File: config.mk
export PLATFORM = sky130hd
export DESIGN_NAME = seg_scan_driver
export DESIGN_NICKNAME = d
export VERILOG_FILES = /design/src/rtl/seg_scan_driver.sv
export SDC_FILE = /design/constraint.sdc
export NUM_CORES = 1
export LEC_CHECK = 0
export ABC_AREA = 1
export CAP_MARGIN = 20
export CORE_MARGIN = 3
export CORE_UTILIZATION = 25
export CTS_CLUSTER_SIZE = 16
export DETAILED_ROUTE_END_ITERATION = 8
export PLACE_DENSITY = 0.46
export SLEW_MARGIN = 40
export SYNTH_ARGS = -nofsm -noshare
export SYNTH_HDL_FRONTEND = slang
export SYNTH_SLANG_ARGS = --single-unit
File: constraint.sdc
create_clock -name clk -period 4.4 [get_ports clk]
set_input_delay 0.66 -clock clk [delete_from_list [all_inputs] [get_ports clk]]
set_output_delay 0.66 -clock clk [all_outputs]
set_load 0.05 [all_outputs]
File: src/rtl/seg_scan_driver.sv
// seg_scan_driver
//    Time-multiplexes six BCD digits (hh:mm:ss) onto one shared 7-segment bus.
//    The digits are snapshotted once per frame. Each slot starts with one dark
//    cycle to suppress ghosting. Digits can blink individually, and a zero in
//    the hour-tens position can be blanked.
//
// Ports
//    clk        : system clock, rising edge
//    clr        : synchronous reset, active-high, overrides everything
//    sec_u..hour_t : BCD digits for slots 0..5
//    blink_mask : bit i set -> digit i blinks
//    lz_blank   : blank hour tens when it reads 0
//    seg        : segments a..g on bits 0..6, active-high
//    dig_sel    : one-hot digit enable, bit i = slot i
//    frame_tick : one-cycle pulse at each frame wrap
module seg_scan_driver #(
    parameter int SCAN_DIV     = 1000,
    parameter int BLINK_FRAMES = 64,
    parameter int DIV_W        = 10,
    parameter int BF_W         = 6
) (
    input  logic       clk,
    input  logic       clr,
    input  logic [3:0] sec_u,
    input  logic [3:0] sec_t,
    input  logic [3:0] min_u,
    input  logic [3:0] min_t,
    input  logic [3:0] hour_u,
    input  logic [3:0] hour_t,
    input  logic [5:0] blink_mask,
    input  logic       lz_blank,
    output logic [6:0] seg,
    output logic [5:0] dig_sel,
    output logic       frame_tick
);

    localparam logic [DIV_W-1:0] DIV_LAST = DIV_W'(SCAN_DIV - 1);
    localparam logic [BF_W-1:0]  BF_LAST  = BF_W'(BLINK_FRAMES - 1);

    logic [DIV_W-1:0] div_cnt_q,   div_cnt_d;
    logic [2:0]       dig_idx_q,   dig_idx_d;
    logic [BF_W-1:0]  frame_cnt_q, frame_cnt_d;
    logic             blink_phase_q, blink_phase_d;
    logic [3:0]       shadow_q [0:5];
    logic [3:0]       shadow_d [0:5];
    logic [6:0]       seg_q,       seg_d;
    logic [5:0]       dig_sel_q,   dig_sel_d;
    logic             frame_tick_q, frame_tick_d;

    logic             slot_end;
    logic             frame_wrap;
    logic [5:0]       onehot;
    logic [3:0]       cur_digit;
    logic             blank;

    function automatic logic [6:0] decode(input logic [3:0] d);
        logic [6:0] s;
        case (d)
            4'd0:    s = 7'b0111111;
            4'd1:    s = 7'b0000110;
            4'd2:    s = 7'b1011011;
            4'd3:    s = 7'b1001111;
            4'd4:    s = 7'b1100110;
            4'd5:    s = 7'b1101101;
            4'd6:    s = 7'b1111101;
            4'd7:    s = 7'b0000111;
            4'd8:    s = 7'b1111111;
            4'd9:    s = 7'b1101111;
            default: s = 7'b1000000;  // invalid BCD shows a dash
        endcase
        return s;
    endfunction

    always_comb begin
        slot_end   = (div_cnt_q == DIV_LAST);
        frame_wrap = slot_end && (dig_idx_q == 3'd5);

        div_cnt_d = slot_end ? '0 : div_cnt_q + DIV_W'(1);

        dig_idx_d = dig_idx_q;
        if (slot_end) begin
            dig_idx_d = (dig_idx_q == 3'd5) ? 3'd0 : dig_idx_q + 3'd1;
        end

        frame_cnt_d   = frame_cnt_q;
        blink_phase_d = blink_phase_q;
        shadow_d      = shadow_q;
        if (frame_wrap) begin
            if (frame_cnt_q == BF_LAST) begin
                frame_cnt_d   = '0;
                blink_phase_d = ~blink_phase_q;
            end else begin
                frame_cnt_d = frame_cnt_q + BF_W'(1);
            end
            // Single snapshot point per frame keeps the displayed time coherent.
            shadow_d[0] = sec_u;
            shadow_d[1] = sec_t;
            shadow_d[2] = min_u;
            shadow_d[3] = min_t;
            shadow_d[4] = hour_u;
            shadow_d[5] = hour_t;
        end

        onehot    = 6'b0;
        cur_digit = 4'd0;
        case (dig_idx_q)
            3'd0: begin onehot = 6'b000001; cur_digit = shadow_q[0]; end
            3'd1: begin onehot = 6'b000010; cur_digit = shadow_q[1]; end
            3'd2: begin onehot = 6'b000100; cur_digit = shadow_q[2]; end
            3'd3: begin onehot = 6'b001000; cur_digit = shadow_q[3]; end
            3'd4: begin onehot = 6'b010000; cur_digit = shadow_q[4]; end
            3'd5: begin onehot = 6'b100000; cur_digit = shadow_q[5]; end
            default: begin onehot = 6'b0; cur_digit = 4'd0; end
        endcase

        // blink_mask and lz_blank are live, not part of the frame snapshot.
        blank = (blink_phase_q && (|(onehot & blink_mask)))
             || ((dig_idx_q == 3'd5) && lz_blank && (shadow_q[5] == 4'd0));

        seg_d        = blank ? 7'b0 : decode(cur_digit);
        // First cycle of each slot is dark so the previous digit cannot ghost.
        dig_sel_d    = (div_cnt_q != '0) ? onehot : 6'b0;
        frame_tick_d = frame_wrap;
    end

    always_ff @(posedge clk) begin
        if (clr) begin
            div_cnt_q     <= '0;
            dig_idx_q     <= 3'd0;
            frame_cnt_q   <= '0;
            blink_phase_q <= 1'b0;
            shadow_q      <= '{default: 4'd0};
            seg_q         <= 7'b0;
            dig_sel_q     <= 6'b0;
            frame_tick_q  <= 1'b0;
        end else begin
            div_cnt_q     <= div_cnt_d;
            dig_idx_q     <= dig_idx_d;
            frame_cnt_q   <= frame_cnt_d;
            blink_phase_q <= blink_phase_d;
            shadow_q      <= shadow_d;
            seg_q         <= seg_d;
            dig_sel_q     <= dig_sel_d;
            frame_tick_q  <= frame_tick_d;
        end
    end

    assign seg        = seg_q;
    assign dig_sel    = dig_sel_q;
    assign frame_tick = frame_tick_q;

endmodule

Word-level counts from Yosys, hierarchy flattened
Memories as Yosys holds them, arrays and structs flattened. A register that Yosys moved wholly into a read port is not among the register bits.
Cells that the tools add are included.
- flip-flop bits (word level): 51
- memory bits (read-only): 112
- input bits: 33
- memories: 1
- add/subtract/negate cells: 3
- equal/unequal tests: 7
- multiplexer cells: 4
- bitwise gates (word level): 3
- reductions and logical operators: 13
- memories (memory ; depth ; bits a word ; read ports ; clocked after memory_dff ; write ports ; line ; RTL):
    (no name shown) ; 16 ; 7 ; 1 ; 1 ; 0 ; 58 ; case (d)
- operators with widths (cell ; count):
    6-bit case mux with 6 select lines ; 1
    4-bit case mux with 6 select lines ; 1
    10-bit by 1-bit adder with 10-bit output (second input constant) ; 1
    10-bit == test (second input constant) ; 1
    10-bit nonzero test ; 1
    6-bit by 1-bit adder with 6-bit output (second input constant) ; 1
    6-bit AND ; 1
    3-bit by 2-bit == test with 1-bit output (second input constant) ; 2
    3-bit == test (second input constant) ; 2
    6-bit == test (second input constant) ; 1
    6-bit two-way mux ; 1
    2-bit OR reduction ; 3
    6-bit OR reduction ; 1
    1-bit logical AND ; 4
    4-bit zero test ; 1
    3-bit by 1-bit adder with 3-bit output (second input constant) ; 1
    3-bit by 1-bit == test with 1-bit output (second input constant) ; 1
    3-bit zero test ; 1
    3-bit two-way mux ; 1
    1-bit NOT ; 2
    2-bit AND reduction ; 1
    1-bit logical OR ; 1

Longest topological paths before layout
- depth after elaboration: 7
- mapped depth: 16
- gate-level depth less buffers: 15

Least setup slack after synthesis
Ideal clock, no wire load.
- path type: flip-flop to flip-flop
- start point: register dig_idx_q[2]
- end point: register seg_q[3], in the netlist seg[3]
- library setup time: 0.113 ns
- arrival time: 1.890 ns
- slack: 2.397 ns
- cell stages (with the launch flop): 16
- buffers on the path: 1
- cell sequence: dfxtp_1 -> inv_2 -> buf_6 -> ha_1 -> nand2_1 -> nand2_1 -> nor2_1 -> nand2_1 -> nand2_1 -> inv_1 -> ha_1 -> inv_1 -> nand3_1 -> nand2_1 -> nor2_1 -> nor2_1
- longest elaborated chain between the ends: 7
- ends and longest elaborated chain (item ; line ; RTL):
    start: declaration ; 41 ; logic [2:0] dig_idx_q, dig_idx_d;
    start signal: assignment ; 138 ; dig_idx_q <= dig_idx_d;
    3-bit == test (tied with other cells) ; 106, 118 ;
    6-bit case mux with 6 select lines ; 106 ; case (dig_idx_q)
    6-bit AND ; 117 ; blank = (blink_phase_q && (|(onehot & blink_mask)))
    6-bit OR reduction ; 117 ;
    1-bit logical AND ; 117 ;
    1-bit logical OR ; 118 ; || ((dig_idx_q == 3'd5) && lz_blank && (shadow_q[5] == 4'd0));
    2-bit OR reduction (no source line) ; n/a ;
    end: declaration ; 46 ; logic [6:0] seg_q, seg_d;
Parallel ways exist; a longest one is shown, timed or not.
A chain may end at the register's enable or synchronous reset.

Final worst setup path
- start point: register dig_idx_q[0]
- end point: register seg_q[3], in the netlist seg[3]
Same word-level chain as after synthesis.

==> impl_metrics.ini <==
[setup_path]
crit_path_cell_trace = nand2_1 -> inv_1 -> ha_1 -> nand2_1 -> a21boi_0 -> nand2_1 -> nand2_1 -> ha_1 -> inv_1 -> nand3_1 -> nand2_1 -> nor2_1 -> nor2_1
rrSetupSlack_ns = 1.97
reg2reg_to = seg[3]
worstSetupPathType = reg -> reg
crit_fanout = 12
crit_required_ns = 4.61
regToRegStartpoint = dig_idx_q[0]
cp_slowest_cell = dfxtp_1
path_common_cell = nand2_1
arrival_ns = 2.64
cp_num_buf_inv = 2
crit_family = flip-flops
reg2regPathDepth = 13
crit_path_end_kind = flip-flop
start_kind = flip-flop
cp_slowest_stage_delay_ns = 0.73
cp.depth = 13

[finish]
fin_cells = 574
insertedDiodeCount = 0
utilization = 0.337
drive_gt1_frac = 0.113
syn2layout_area_growth_pct = 28.8
fin_nets = 472
mostFrequentLayoutCell = nor2_1
final_cell_mix = 85 x nor2_1, 58 x dfxtp_1, 50 x nand2_1
design_area_um2 = 3740

[sta]
finalMaxSlewViolations = 0
slew_headroom = 0.569
finalCriticalPeriod_ns = 2.43
tightest_slew_ns = 0.645
timing.final.hold_violations = 0
fin_crit_sh = 0.552
holdWs_ns = 0.464
rsz0062_at_grt = false
setup_viol = 0
setup_slack_ns = 1.97
max_freq_mhz = 412
clock_skew_ns = 0.00569
tns_ns = 0

[power_and_ir_drop]
p_int_mw = 1.00
p_per_area_nw_per_um2 = 343
seqPwrFrac = 0.418
clockPowerShare = 0.522
leakagePower_nw = 1.58
pwr-share-comb = 0.059
ir_drop_mv = 0.171
switching_share = 0.217
power.total_mw = 1.28
p_sw_mw = 0.278

[floorplan]
die_h_um = 114
rows = 38
initial_core_util = 0.262
chipWidth_um = 114
core_um2 = 11100
dieArea_um2 = 12900
io_pins = 47

[global_route]
antenna_found_initial = 0
grt_pass1_vias = 2440
grt_pass1_wl_um = 12300
grt_start_max_net_pins = 31
grt-ovfl-total = 0
grtUsageTotal = 0.121

[outcome]
status = completed

[synthesis]
yosysSeqAreaShare = 0.400
synth.distinct_cells = 39
ys_warn_count = 0
muxShareOfSynthArea = 0
ys_ff_latch = 58
synth_compound_area_frac = 0.107
syn_area_per_cell_um2 = 7.60
syn_inst = 382
yosys.area_share.adder = 0.0431
synth-xor-area-share = 0.0211
netlist_area_um2 = 2900
syn-num-nets = 425
synth-simple-area-share = 0.335
synth_top_family_by_area = simple AND/OR/NAND/NOR gates

[placement]
place_ws_ns = 1.79
dp_hpwl_um = 5420
placed_area_um2 = 3450
portBuffers = 46
gp_congestion = 0.844
placedCellCount = 558

[clock_network]
cts-hold-fix-buffers = 0
clock_latency_ns = 0.32
cts.clk_slew.worst_paths_ns = 0.05
cts_setup_buffers = 0
post_cts_resized = 0
htreeDepth = 3
cts.sinks = 58
cts_tree = done
numCtsBuffers = 9
cts_root_buf = clkbuf_16
cts_buffer_depth = 2

[detailed_routing]
drc = 0
viasPerCell = 4.32
drtPass1Iterations = 4
finalWirelength_um = 7310
drtIter0Drc = 114
ant_nets = 0
routedWlPerCell_um = 12.7
vias = 2477

[worst_hold_path]
hold_class = reg -> reg
holdPathStages = 2
hold_start = frame_cnt_q[5]
whs_endpoint = frame_cnt_q[5]

[run]
maxCapViolCount = 0
==> Yosys cell counts, drive strengths merged <==
| master | count | area (um2) |
|---|---|---|
| nor3b | 1 | 7.51 |
| nor3 | 8 | 50.1 |
| nand4 | 12 | 81.3 |
| nand2 | 59 | 278 |
| a21boi | 2 | 26.3 |
| dfxtp | 58 | 1160 |
| inv | 42 | 165 |
| a21oi | 12 | 82.6 |
| clkbuf | 2 | 7.51 |
| o21ai | 32 | 164 |
| o41ai | 1 | 8.76 |
| clkinv | 1 | 3.75 |
| xnor2 | 2 | 17.5 |
| ha | 10 | 125 |
| a211oi | 4 | 30.0 |
| nor2 | 91 | 372 |
| buf | 10 | 92.6 |
| nand3b | 2 | 15.0 |
| xor2 | 5 | 43.8 |
| nor4 | 2 | 12.5 |
| nand3 | 26 | 158 |
==> layout make-up <==
class	instances	area [um2]
inverters	43	169
flip-flops and latches	58	1160
clock buffers	10	229
clock inverters	6	57.6
repair buffers	48	475
well taps	140	175
multi-input cells	269	1470
fillers	1204	7340
==> tightest hold or removal path, cell delays in order (launching register included) <==
cell	delay [ns]
dfxtp_1	0.30
nand2_1	0.06
a21oi_1	0.05
==> power groups by stage <==
stage / Sequential, mW / Combinational [mW] / Clock (mW)
floorplan: 0.560 / 0.0192 / 0
global placement: 0.547 / 0.0758 / 0
detailed placement: 0.547 / 0.0763 / 0
CTS: 0.536 / 0.0770 / 0.687
global route: 0.536 / 0.0820 / 0.716
finish: 0.536 / 0.0761 / 0.670
==> sequential cells by signal, summed over array words and instances, names as in the netlist <==
register,flops
dig_idx_q,3
dig_sel,6
seg,7
frame_tick,1
blink_phase_q,1
frame_cnt_q,6
shadow_q,24
div_cnt_q,10
==> how the worst max path moves through the flow <==
stage	start	end
after floorplan	dig_idx_q[2]	seg[3]
after global placement	clr	dig_sel[4]
after detailed placement	clr	dig_idx_q[2]
after CTS	dig_idx_q[0]	seg[3]
after global routing	dig_idx_q[0]	seg[3]
final	dig_idx_q[0]	seg[3]
==> routing by layer <==
metal  vias to the layer above  track usage  wire length, um
met1                      1092        0.159             3720
met5                         -            0                0
met3                         8       0.0340              388
li1                       1329            -                -
met4                         0       0.0553              122
met2                        48        0.182             3080
==> cell families after synthesis <==
kind of cell / count (synthesis)
buffers and inverters: 55
AOI/OAI and AO/OA: 51
and+or+nand+nor: 201
xor gates and xnor gates: 7
DFF: 58
adders and majority gates: 10
(Power assumes the default switching activity.)
